## config.mk

```make
export PLATFORM = sky130hd
export DESIGN_NAME = snake_step_timer
export DESIGN_NICKNAME = d
export VERILOG_FILES = /design/src/rtl/snake_step_timer.sv
export SDC_FILE = /design/constraint.sdc
export NUM_CORES = 1
export LEC_CHECK = 0
export BUFFER_PORTS_ARGS = -buffer_cell sky130_fd_sc_hd__clkbuf_2
export CORE_ASPECT_RATIO = 0.6
export CORE_UTILIZATION = 25
export DETAILED_ROUTE_END_ITERATION = 10
export GPL_TIMING_DRIVEN = 0
export SYNTH_ARGS = -nofsm -noshare
export SYNTH_HDL_FRONTEND = slang
export SYNTH_SLANG_ARGS = --single-unit
```

## constraint.sdc

```tcl
create_clock -name clk -period 4.5 [get_ports clk]
set_clock_uncertainty 0.1 [all_clocks]
set_input_delay 1.125 -clock clk [delete_from_list [all_inputs] [get_ports clk]]
set_output_delay 1.125 -clock clk [all_outputs]
set_load 0.02 [all_outputs]
```

## src/rtl/snake_step_timer.sv

```systemverilog
// Step pacing for the snake controller: sticky go request, committed heading, length and game state.
// Optional build macro SNAKE_SPEEDUP_EN shortens the step period on each eat down to TICK_MIN.
module snake_step_timer #(
  parameter int          TICK_CYCLES = 12_500_000,
  parameter logic [10:0] INIT_LEN    = 11'd4,
  parameter logic [10:0] MAX_LEN     = 11'd1024,
  parameter int          TICK_STEP   = 250_000,
  parameter int          TICK_MIN    = 2_500_000
) (
  input  logic        clk,
  input  logic        rst,
  input  logic        start,
  input  logic        key_up,
  input  logic        key_down,
  input  logic        key_left,
  input  logic        key_right,
  input  logic        eat,
  input  logic        collide,
  input  logic        ack,
  output logic        go,
  output logic [1:0]  dir,
  output logic [10:0] length,
  output logic        running,
  output logic        game_over
);

  localparam int CW = $clog2(TICK_CYCLES + 1);

  if (TICK_CYCLES < 2 || TICK_MIN < 2 || TICK_STEP < 0) begin : g_bad_cfg
    $error("snake_step_timer: TICK_CYCLES and TICK_MIN must be >= 2, TICK_STEP >= 0");
  end

  typedef enum logic [1:0] {
    IDLE = 2'd0,
    RUN  = 2'd1,
    DEAD = 2'd2
  } state_t;

  state_t        state;
  logic [CW-1:0] cnt;
  logic [1:0]    pend_dir;
  logic [1:0]    req_dir;
  logic          key_any;
  logic          turn_ok;
  logic          tick;

`ifdef SNAKE_SPEEDUP_EN
  // period is the value for the next interval; cur_period governs the running one.
  logic [CW-1:0] period;
  logic [CW-1:0] cur_period;
  logic [CW-1:0] eat_period;

  assign eat_period = (32'(period) >= 32'(TICK_MIN + TICK_STEP))
                    ? period - CW'(TICK_STEP) : CW'(TICK_MIN);
  assign tick = (state == RUN) && (cnt == cur_period - 1'b1);
`else
  assign tick = (state == RUN) && (cnt == CW'(TICK_CYCLES - 1));
`endif

  always_comb begin
    key_any = key_up | key_down | key_left | key_right;
    req_dir = 2'b11;
    if (key_up)        req_dir = 2'b00;
    else if (key_down) req_dir = 2'b01;
    else if (key_left) req_dir = 2'b10;
  end

  // A request on the same axis but opposite sense to the committed heading is a reversal.
  assign turn_ok = key_any && !((dir[1] == req_dir[1]) && (dir[0] != req_dir[0]));

  always_ff @(posedge clk) begin
    if (!rst) begin
      state      <= IDLE;
      go         <= 1'b0;
      dir        <= 2'b11;
      pend_dir   <= 2'b11;
      length     <= INIT_LEN;
      cnt        <= '0;
      running    <= 1'b0;
      game_over  <= 1'b0;
`ifdef SNAKE_SPEEDUP_EN
      period     <= CW'(TICK_CYCLES);
      cur_period <= CW'(TICK_CYCLES);
`endif
    end else begin
      case (state)
        IDLE, DEAD: begin
          if (start) begin
            state      <= RUN;
            running    <= 1'b1;
            game_over  <= 1'b0;
            go         <= 1'b0;
            dir        <= 2'b11;
            pend_dir   <= 2'b11;
            length     <= INIT_LEN;
            cnt        <= '0;
`ifdef SNAKE_SPEEDUP_EN
            period     <= CW'(TICK_CYCLES);
            cur_period <= CW'(TICK_CYCLES);
`endif
          end
        end
        RUN: begin
          if (collide) begin
            state     <= DEAD;
            running   <= 1'b0;
            game_over <= 1'b1;
            go        <= 1'b0;
          end else begin
            cnt <= tick ? '0 : cnt + 1'b1;
            if (tick)     go <= 1'b1;
            else if (ack) go <= 1'b0;
            if (tick)     dir <= pend_dir;
            if (turn_ok)  pend_dir <= req_dir;
            if (eat && (length < MAX_LEN)) length <= length + 11'd1;
`ifdef SNAKE_SPEEDUP_EN
            if (eat)  period <= eat_period;
            if (tick) cur_period <= eat ? eat_period : period;
`endif
          end
        end
        default: begin
          state     <= IDLE;
          running   <= 1'b0;
          game_over <= 1'b0;
          go        <= 1'b0;
        end
      endcase
    end
  end

endmodule

```

==> impl_results.md <==
- Die H: 74.2 µm
- Number of clock sinks: 43
- Count of cell types in the netlist: between 40 and 50
- Net count after synthesis: 283
- Most frequent cells in the layout: 43 x dfxtp_1, 42 x nor2_1, 29 x nand3_1, 25 x clkbuf_2, 21 x nand2_1
- PwrDens: around 310 nW/µm²
- Worst reg2reg path depth: 6
- Worst hold path class: reg2reg
- Area overhead of the layout relative to synthesis: 18.4%
- Post-DRT Antenna Nets: 0
- Post-CTS Setup Repair Bufs: 0
- CTS H-tree depth: 2
- Max clock buf depth: 2
- Mapped Area: 2170 µm²
- Placeable Area: 8130 µm²
- Endpoints failing hold: 0
- Fillers: 893
- Detailed Place HPWL: 4.29 mm
- Post-synthesis async set-or-reset flop share: 0%
- Aggregate global routing overflow: 0
- Maximum VDD drop: 0.144 mV
- Leak: 0.000874 µW
- Warnings, synthesis: 0
- Worst path slowest cell: a211oi_2
- Hold Path Cell Cnt: 2
- Starting DRC count in detailed routing: roughly 200
- Max-Slew Margin vs Limit: 50.5%
- Final period utilization: between 50% and 60%
- Startpoint Class: input port
- Number of iterations in the first detailed-routing pass: 5
- Most common cell after layout, fill and taps aside: dfxtp_1
- CP required: 4560 ps
- First-pass GRT wire length: 8.96 mm
- Critical path depth: 7
- Cts hold-fix bufs: 0
- TritonCTS clock tree: built
- Final Setup Violations: 0
- RSZ-0062 raised after global routing: false
- Kind of critical path: in2reg
- Share of layout cells above drive strength 1: 13.5%
- Fmax: 379 MHz
- Post-CTS Resized: 0
- Largest net degree at the start of global routing: 14
- Worst-skew pair later-pin latency: slightly below 300 ps
- Post-Place Cells: 404
- Buf+Inv Stages, Crit Path: 2
- Worst Path Arrival: 2700 ps
- CP max FO: 7
- Cells along the critical path: clkbuf_2 > or3b_1 > clkbuf_1 > a211oi_2 > nand4_1 > xor2_1 > nor2_1
- Nets: 315
- Worst-Margin Slew: 739 ps
- Row count: 25
- Sequential fraction of the synthesis area: 39.7%
- Number of flops mapped to enable cells by yosys: 0
- Total die area: 9070 µm²
- Synth Register Bits: 43
- Crit end category: flip-flop
- Final instance area: 2570 µm²
- Total GRT Usage: 13.0%
- Antenna cells: 0
- Number of max-cap violations: 0
- CP top delay family: simple AND/OR/NAND/NOR gates
- Synth Flop Type: dfxtp_1
- Initial antenna violation count: 0
- Reg clk slew, reported paths: about 60 ps
- Num CTS Buffers: 5
- DIE WIDTH: 122 µm
- GPL Wtd Cong: ~0.87
- Setup total negative slack: 0 ps
- Initial core utilization: 26.7%
- Syn_area_per_cell: about 8.0 µm²
- Via count: 2060
- Max Slew Vio Count: 0
- I/O pins: 26
- Placed inst area: 2430 µm²
- Vias/cell: 5.00
- Layout Cells excl Fill: 412
- Port Buffer Count: 25
- Status: finished, final reports clean
- Worst path max stage delay: 480 ps
- DRT Wirelength: roughly 5.6 mm
- Post-route DRC violation count: 0
- Routed len/inst: 13.7 µm
- Root Driver: clkbuf_16
- Cell count after synthesis: 271
- Vias in the first global route: 1750
- Tmin final: roughly 2600 ps
==> final cells by class <==
cell class              count  area [µm²]  share of cell area, %
well taps                 108         135                   5.26
repair buffers             25         125                   4.87
flip-flops and latches     43         861                   33.5
multi-input cells         209        1230                   47.7
clock inverters             3        15.0                  0.584
plain buffers              10        48.8                   1.90
clock buffers               5         125                   4.87
inverters                   9        33.8                   1.31
==> path summary, 6_finish.rpt <==
| kind | start | endpoint | slack (ps) |
|---|---|---|---|
| max | collide | cnt[23]$_SDFFE_PN0P_ | 1860 |
| min | length[1]$_SDFFE_PN0P_ | length[1]$_SDFFE_PN0P_ | 410 |
| max reg2reg | cnt[7]$_SDFFE_PN0P_ | cnt[17]$_SDFFE_PN0P_ | 2140 |
| min reg2reg | length[1]$_SDFFE_PN0P_ | length[1]$_SDFFE_PN0P_ | 410 |
==> worst register-to-register path, cell delays in order, from the launching register on <==
cell and delay [ps]:
dfxtp_1 350, or4b_1 580, nor4_2 340, a31oi_1 230
o21ai_2 400, buf_6 200, nor2_1 50
==> power by group <==
part / switching [µW] / internal [µW]
sequential: 4.43 / 385
combinational: 43.2 / 17.6
clock: 148 / 202
==> registers in the layout (all words and copies together), names as in the netlist <==
signal and cells:
length 11, state 1, pend_dir 2, dir 2, game_over 1, cnt 24
running 1, go 1
==> metrics by stage <==
stage | hold WS (ps) | power (µW) | utilization [%] | setup WS, ps
2_1_floorplan | 371 | 434 | - | 1930
3_3_place_gp | 376 | 457 | 29.9 | 1570
3_5_place_dp | 391 | 457 | 29.9 | 1590
4_1_cts | 407 | 811 | 31.6 | 1880
5_1_grt | 430 | 832 | 31.6 | 1740
6_report | 405 | 800 | 31.6 | 1860
==> cell families after synthesis <==
group | synth area share [%]
flip-flops | 39.7
XOR/XNOR | 9.28
AO/OA/AOI/OAI | 12.8
buffers and inverters | 3.80
adder cells (fa/ha/maj) | 1.15
AND/OR/NAND/NOR | 33.3
==> per-layer routing <==
layer / wire [µm] / up-vias / track usage, % / share of wire, %
met4: 76 / 0 / 4.47 / 1.3
met3: 381 / 6 / 3.22 / 6.8
met5: 0 / - / 0 / 0
met1: 3190 / 953 / 21.2 / 57
li1: - / 1036 / - / -
met2: 1990 / 65 / 15.4 / 35
==> synth_stat cells, drive strengths merged, types with 2 or more instances <==
cell type   n  area, µm²
nor2       42        158
ha          2       25.0
clkbuf      6       22.5
a32oi       2       17.5
a211oi      2       20.0
nand2      21       78.8
xnor2      11       96.3
or3         2       12.5
buf         4       26.3
inv         9       33.8
o22ai       2       12.5
and3        5       31.3
nor2b       3       18.8
o21ai       8       43.8
or2         2       12.5
nand2b      4       25.0
xor2       12        105
nor3        7       35.0
nand4       8       50.1
o31ai       3       22.5
a21oi       9       45.0
nor4       10       68.8
o21a        4       30.0
a31oi       3       18.8
nand3      29        145
o211ai      3       22.5
nand3b      2       15.0
dfxtp      43        861
nor3b       3       22.5
(Power assumes the default switching activity.)
